### src/rtl/cpu_defs_pkg.sv
//------------------------------------------------------------------------------
// Module  : cpu_defs_pkg
// Brief   : Shared CPU front-end types and sizing constants.
// Revision: 1.0 - initial release
//------------------------------------------------------------------------------
`default_nettype none

package cpu_defs_pkg;

   localparam int INST_BUF_DEPTH = 8;
   localparam int ADDR_W         = 32;
   localparam int INST_W         = 32;

   typedef struct packed {
      logic [ADDR_W-1:0] pc;
      logic [INST_W-1:0] inst;
   } fetch_entry_t;

endpackage

`default_nettype wire

### src/rtl/inst_buffer.sv
//------------------------------------------------------------------------------
// Module  : inst_buffer
// Brief   : Dual-issue FWFT instruction queue between fetch and decode.
// Revision: 1.0 - initial release
//------------------------------------------------------------------------------
`default_nettype none

module inst_buffer
   import cpu_defs_pkg::*;
#(
   parameter int DEPTH  = INST_BUF_DEPTH,
   parameter int ADDR_W = cpu_defs_pkg::ADDR_W,
   parameter int INST_W = cpu_defs_pkg::INST_W
) (
   input  logic                       clk,
   input  logic                       rst,
   input  logic                       flush_i,
   input  logic                       enq_valid_1_i,
   input  logic                       enq_valid_2_i,
   input  logic [ADDR_W-1:0]          enq_pc_1_i,
   input  logic [INST_W-1:0]          enq_inst_1_i,
   input  logic [ADDR_W-1:0]          enq_pc_2_i,
   input  logic [INST_W-1:0]          enq_inst_2_i,
   input  logic [1:0]                 deq_pop_i,
   output logic                       deq_valid_1_o,
   output logic [ADDR_W-1:0]          deq_pc_1_o,
   output logic [INST_W-1:0]          deq_inst_1_o,
   output logic                       deq_valid_2_o,
   output logic [ADDR_W-1:0]          deq_pc_2_o,
   output logic [INST_W-1:0]          deq_inst_2_o,
   output logic                       pause_o,
   output logic [$clog2(DEPTH):0]     count_o
);

   localparam int c_PTR_W = $clog2(DEPTH);
   localparam int c_CNT_W = c_PTR_W + 1;

   logic [ADDR_W-1:0]  r_pc_mem   [DEPTH];
   logic [INST_W-1:0]  r_inst_mem [DEPTH];

   logic [c_PTR_W-1:0] r_head;
   logic [c_PTR_W-1:0] r_tail;
   logic [c_CNT_W-1:0] r_count;

   logic [c_PTR_W-1:0] w_head_p1;
   logic [c_PTR_W-1:0] w_tail_p1;
   logic               w_enq_ok;
   logic               w_wr_1;
   logic               w_wr_2;
   logic [1:0]         w_n_enq;
   logic [1:0]         w_pop_req;
   logic [1:0]         w_n_pop;

   assign w_head_p1 = r_head + c_PTR_W'(1);
   assign w_tail_p1 = r_tail + c_PTR_W'(1);

   // pause_o depends on registered count only, so fetch never sees a
   // combinational path through decode's pop.
   assign pause_o  = (r_count > c_CNT_W'(DEPTH - 2));
   assign w_enq_ok = !pause_o && !flush_i;
   assign w_wr_1   = w_enq_ok && enq_valid_1_i;
   assign w_wr_2   = w_wr_1 && enq_valid_2_i;
   assign w_n_enq  = {1'b0, w_wr_1} + {1'b0, w_wr_2};

   assign w_pop_req = (deq_pop_i == 2'd3) ? 2'd2 : deq_pop_i;

   always_comb begin
      w_n_pop = w_pop_req;
      if (r_count < c_CNT_W'(w_pop_req)) begin
         w_n_pop = r_count[1:0];
      end
   end

   always_ff @(posedge clk) begin
      if (!rst) begin
         if (w_wr_1) begin
            r_pc_mem[r_tail]   <= enq_pc_1_i;
            r_inst_mem[r_tail] <= enq_inst_1_i;
         end
         if (w_wr_2) begin
            r_pc_mem[w_tail_p1]   <= enq_pc_2_i;
            r_inst_mem[w_tail_p1] <= enq_inst_2_i;
         end
      end
   end

   always_ff @(posedge clk) begin
      if (rst || flush_i) begin
         r_head  <= '0;
         r_tail  <= '0;
         r_count <= '0;
      end else begin
         r_head  <= r_head + c_PTR_W'(w_n_pop);
         r_tail  <= r_tail + c_PTR_W'(w_n_enq);
         r_count <= r_count + c_CNT_W'(w_n_enq) - c_CNT_W'(w_n_pop);
      end
   end

   assign deq_valid_1_o = (r_count >= c_CNT_W'(1));
   assign deq_valid_2_o = (r_count >= c_CNT_W'(2));
   assign deq_pc_1_o    = deq_valid_1_o ? r_pc_mem[r_head]      : '0;
   assign deq_inst_1_o  = deq_valid_1_o ? r_inst_mem[r_head]    : '0;
   assign deq_pc_2_o    = deq_valid_2_o ? r_pc_mem[w_head_p1]   : '0;
   assign deq_inst_2_o  = deq_valid_2_o ? r_inst_mem[w_head_p1] : '0;
   assign count_o       = r_count;

endmodule

`default_nettype wire

### config.mk
export PLATFORM = sky130hd
export DESIGN_NAME = inst_buffer
export DESIGN_NICKNAME = d
export VERILOG_FILES = /design/src/rtl/cpu_defs_pkg.sv /design/src/rtl/inst_buffer.sv
export SDC_FILE = /design/constraint.sdc
export NUM_CORES = 1
export LEC_CHECK = 0
export ABC_CLOCK_PERIOD_IN_PS = 4580
export BUFFER_PORTS_ARGS = -buffer_cell sky130_fd_sc_hd__buf_2
export CAP_MARGIN = 0
export CORE_AREA = 2 2 497 252
export DETAILED_ROUTE_END_ITERATION = 16
export DIE_AREA = 0 0 499 254
export GPL_TIMING_DRIVEN = 0
export SYNTH_ARGS = -nofsm -noshare
export SYNTH_HDL_FRONTEND = slang
export SYNTH_SLANG_ARGS = --single-unit
### constraint.sdc
create_clock -name clk -period 4.58 [get_ports clk]
set_input_delay 0.458 -clock clk [delete_from_list [all_inputs] [get_ports clk]]
set_output_delay 0.458 -clock clk [all_outputs]
set_load 0.02 [all_outputs]
[After elaboration in Yosys (flattened, before gate mapping)]
Memories as Yosys holds them, arrays and structs flattened. A register that Yosys moved wholly into a read port is not among the register bits.
Index checks and enable logic that the tools add are counted.
Word-level totals
  flip-flop bits (word level): 10
  bits in latches: 0
  memory bits (writable): 512
  memory bits (read-only): 0
  input port bits: 135
  output and inout bits: 135
  logic and storage cells: 37
  memories kept: 2
Cells by class
  add/sub/neg operators: 7
  $mul: 0
  div/mod/pow operators: 0
  $lt $le $gt $ge: 4
  eq/ne operators: 1
  shift-type cells: 0
  multiplexer cells: 14
  bitwise gates (word level): 0
  reduce and logical (&&, ||, !) cells: 6
Memory list
  r_inst_mem: depth 8, width 32, read ports 2, clocked after memory_dff 1, write ports 2, line inst_buffer.sv:39  | logic [INST_W-1:0] r_inst_mem [DEPTH];
  r_pc_mem: depth 8, width 32, read ports 2, clocked after memory_dff 1, write ports 2, line inst_buffer.sv:38  | logic [ADDR_W-1:0] r_pc_mem [DEPTH];
Operators by type and width (count)
  $mux 32: 4
  $add 3x1->3 const B: 2
  $add 3x2->3: 2
  $mux 1: 6
  $mux 3: 2
  $add 4x2->4: 1
  $ge 4x1->1 const B: 1
  $ge 4x2->1 const B: 1
  $gt 4x3->1 const B: 1
  $lt 4x2->1: 1
  $mux 2: 2
  $sub 4x2->4: 1
  $logic_and 1x1->1: 3
  $add 1x1->2: 1
  $eq 2x2->1 const B: 1
  $logic_not 1->1: 2
  $logic_or 1x1->1: 1

[Depth between registers and ports, before layout]
  word-level depth: 8
  mapped depth: 14
  depth with buffers taken out: 13

[Least setup slack after synthesis]
OpenSTA, ideal clock, no wires.
  kind: flip-flop to flip-flop
  start point: reg r_count[2], in the netlist count_o[2]
  end point: mem r_inst_mem[2][0], enable pin
  library setup time: 0.507 ns
  arrival time: 4.498 ns
  data required time: 4.073 ns
  setup slack: -0.425 ns
  stages on the path, launching flop included: 6
  buffers on the path: 1
  clock period less this slack: 5.005 ns
  path through: dfxtp_1 ha_1 a21boi_2 a311o_1 buf_2 a21oi_1
RTL lines
  start: declaration: line inst_buffer.sv:43  | logic [c_CNT_W-1:0] r_count;
  start signal: assignment: line inst_buffer.sv:95  | r_count <= r_count + c_CNT_W'(w_n_enq) - c_CNT_W'(w_n_pop);
  end: declaration: line inst_buffer.sv:39

==> results.txt <==
Among all flip-flop cells after synthesis, the most frequent one is sky130_fd_sc_hd__edfxtp_1. Global routing used 19.2% of the available tracks across all layers. TritonCTS built the clock tree. The total congestion overflow is 0. Among all cell types in the netlist, the one instantiated most often is sky130_fd_sc_hd__nand2_1. The number of flops mapped to enable cells by yosys is 512. The fraction of layout cells with a size suffix above 1 came out at 38.0%. After synthesis, the most frequently instantiated cells are 642 x sky130_fd_sc_hd__nand2_1, 512 x sky130_fd_sc_hd__edfxtp_1, 502 x sky130_fd_sc_hd__mux2_2. The via-per-instance ratio came out at 5.32.

The first global-routing pass estimated 175000 um of wire. The number of nets in the synthesized netlist came out at 2635. The measured slew at the worst slew-check pin came out at 1.22 ns.

The worst-skew pair later-pin latency is 0.62 ns. The number of unique standard cell types used by synthesis came out at 43. The part of the cycle the worst path needs came out at 98.2%. The power per unit of standard cell area is 418 nW/um^2. The core footprint came out at 122000 um^2.

The cell row count is 91. The worst slack at placement came out at 0.706 ns. After detailed routing, the number of remaining DRC violations is 0. The flow ran to the end, and the final reports show no timing, DRC or antenna violations.

In the global route stage, met1 resource usage came out at 27.8%. Yosys attributes the largest share of cell area to sky130_fd_sc_hd__edfxtp_1 51%, sky130_fd_sc_hd__mux2_2 19%, sky130_fd_sc_hd__mux4_2 9.5%. The area growth from synthesis to final layout came out at 18.8%.

The die is 499 um wide. The total area of multi-input combinational cells is 13900 um^2. The area of the mapped netlist is 30400 um^2. The setup fix buffers added after clock tree synthesis is 0. The smallest clock period supported by the final layout is computed as 4.50 ns. Global routing consumed, on the met3 layer, 6.46% of the routing resources. Buffers inserted during clock tree synthesis total 50. Entering global routing, the biggest net connects 24 pins.

The final net count is 2984. The total internal power is 9.21 mW. Counting every instance in the synthesized netlist gives 2485. The layer carrying the most global-route usage is met1. The sequential element share of the synthesized area came out at 51.2%. The total count of hold-check failures in the final report came out at 0. Data on the critical path is required at its endpoint by 4.12 ns.

The portion of synthesized cell area occupied by the leading cell type is 50.6%. The number of antenna violations at the first check in global routing is 27. The number of detailed-route iterations in the first pass came out at 5. The number of setup violations in the final report is 0.

The maximum resistive drop on vdd is 244 uV. After synthesis, the mean cell area works out to 12.2 um^2. The sort of element at the end of the critical path is an output pin. Net switching is 39.1% of the power. The number of H-tree levels came out at 2.

For this configuration, the core starts out at a cell density of 24.8%. The clock tree skew after final layout is 0.0139 ns. The highest achievable clock rate is 222 MHz.

The number of placed instances, taps included, is 4409. After detailed routing, the average wire length per cell comes to 27.9 um. The maximum clock path buffer count came out at 3.

The worst pin sits at a relative slew slack of 18.7%. Per report_power, the sequential group accounts for 35.5% of the total. The data arrival time at the worst-slack endpoint is 4.04 ns. Clock tree synthesis selected as its root buffer the cell sky130_fd_sc_hd__clkbuf_16. Detailed routing inserted a total of 23955 vias.

The max capacitance violation total is 0. The leakage dissipation is 12.7 nW. The global routing met2 resource utilization is 27.5%.

The kind of launch point of the worst setup path is a flop. For this run, the number of Yosys warnings is 0. Summed over all nets, the half-perimeter wirelength after detailed placement is 88200 um.

The overall routed net length came out at 126000 um. The detail route stage leaves a number of antenna-violating nets equal to 0. After clock tree synthesis, the clock-pin slew on the worst setup and hold paths is 0.07 ns. The number of top-level pins is 270.

For this run, the number of standard cells in the final layout without fillers is 4506. Clock tree synthesis found a total of 522 sinks. The count of routing violations after the opening detailed-route iteration came out at 4005.

Summed over all failing endpoints, the final setup total negative slack is 0 ns. The type of the worst setup path is flop to output pin. The switching power summed over all nets is 5.91 mW. Of all cell types, the one taking the most synthesized area is sky130_fd_sc_hd__edfxtp_1.

The layout filler cell count came out at 12544. The height of the die came out at 254 um. Setup slack on the critical path of the routed design comes to 0.0833 ns. The worst hold path belongs to the class input port to flop. The count of input and output buffers came out at 269.

Registers take 15600 um^2. Synthesis inferred 522 register bits. The die covers 127000 um^2.

The number of global-route vias before repair is 22967. The part of the total power dissipated in combinational logic came out at 35.5%. The share of flip-flops with an asynchronous set or reset came out at 0%. Along the worst path, the maximum fanout reaches 10. The portion of total power attributed to the clock network came out at 29.0%. The routability congestion estimate from global placement came out at 0.828.

The number of max-slew violations in the final report is 0.
sequential cells by signal, summed over array words and instances (netlist names):
register    cells
count_o         4
r_head          3
r_inst_mem    256
r_pc_mem      256
r_tail          3
worst max-delay path: stages (launching register included):
cell,delay (ns)
sky130_fd_sc_hd__dfxtp_1,0.40
sky130_fd_sc_hd__clkbuf_1,0.24
sky130_fd_sc_hd__clkdlybuf4s15_1,0.76
sky130_fd_sc_hd__clkbuf_1,0.81
sky130_fd_sc_hd__mux4_2,0.39
sky130_fd_sc_hd__nand2_1,0.07
sky130_fd_sc_hd__a21oi_1,0.49
sky130_fd_sc_hd__buf_2,0.27
layer usage:
| metal | share of wire, % | routed length, um |
|---|---|---|
| met4 | 1.9 | 2370 |
| met2 | 42 | 52900 |
| met3 | 13 | 16800 |
| met1 | 42 | 53200 |
| met5 | 0.11 | 138 |
through the flow:
| stage | power, mW | utilization (%) | hold WS, ns | cell area (um^2) |
|---|---|---|---|---|
| floorplan | 8.33 | - | 0.575 | 30400 |
| global placement | 10.7 | 27.6 | 0.604 | 33800 |
| detailed placement | 10.8 | 28.2 | 0.621 | 34500 |
| CTS | 15.1 | 29.5 | 0.201 | 36100 |
| global route | 15.7 | 29.5 | 0.220 | 36100 |
| finish | 15.1 | 29.5 | 0.227 | 36100 |
power groups by stage:
stage / combinational [mW] / sequential [mW] / clock, mW
floorplan: 2.85 / 5.48 / 0
global placement: 5.25 / 5.49 / 0
detailed placement: 5.33 / 5.48 / 0
CTS: 5.34 / 5.37 / 4.43
global route: 5.68 / 5.37 / 4.62
finish: 5.37 / 5.37 / 4.38
cell families after synthesis:
family | after synthesis | synth area share [%]
simple gates | 759 | 10.5
mux | 640 | 28.5
flops | 522 | 51.2
compound gates | 337 | 5.69
buf+inv | 204 | 3.18
fa+ha+maj | 15 | 0.716
xor+xnor | 8 | 0.231
final timing paths:
kind | slack [ns] | end | from | cells past startpoint
worst min register to register | 0.64 | r_tail[0]$_SDFF_PP0_ | r_tail[0]$_SDFF_PP0_ | 2
worst max-delay path | 0.08 | deq_inst_1_o[21] | r_head[0]$_SDFF_PP0_ | 7
worst max register to register | 1.40 | r_pc_mem[2][11]$_DFFE_PP_ | r_tail[0]$_SDFF_PP0_ | 7
worst min-delay path | 0.23 | r_head[0]$_SDFF_PP0_ | flush_i | 3
repair_timing:
item                       CTS  global route
hold buffers                 0             0
setup endpoints to repair    0            15
hold endpoints to repair     0             0
gates resized for setup      0            10
cells in the final DEF, fill, tap and decap left out, types with 12 or more instances in the layout:
cell type / Yosys / final
sky130_fd_sc_hd__nand2_1: 642 / 642
sky130_fd_sc_hd__edfxtp_1: 512 / 512
sky130_fd_sc_hd__mux2_2: 502 / 502
sky130_fd_sc_hd__a21oi_1: 326 / 323
sky130_fd_sc_hd__buf_2: 50 / 319
sky130_fd_sc_hd__mux4_2: 128 / 128
sky130_fd_sc_hd__clkbuf_1: 109 / 113
sky130_fd_sc_hd__or4_1: 64 / 64
sky130_fd_sc_hd__clkbuf_16: 0 / 51
sky130_fd_sc_hd__nor2_1: 24 / 19
sky130_fd_sc_hd__buf_12: 0 / 15
sky130_fd_sc_hd__inv_1: 13 / 13
sky130_fd_sc_hd__buf_4: 13 / 13
sky130_fd_sc_hd__clkinv_1: 0 / 13
sky130_fd_sc_hd__buf_6: 12 / 12
sky130_fd_sc_hd__buf_16: 0 / 12
cell type report:
| cell class | count | area share, % |
|---|---|---|
| Sequential cell | 522 | 43.1 |
| Buffer | 191 | 2.58 |
| Timing Repair Buffer | 297 | 5.51 |
| Clock buffer | 60 | 3.63 |
| Antenna cell | 6 | 0.0416 |
| Tap cell | 1627 | 5.64 |
| Multi-Input combinational cell | 1759 | 38.5 |
| Clock inverter | 31 | 0.797 |
| Inverter | 13 | 0.135 |
(Power assumes the default switching activity.)
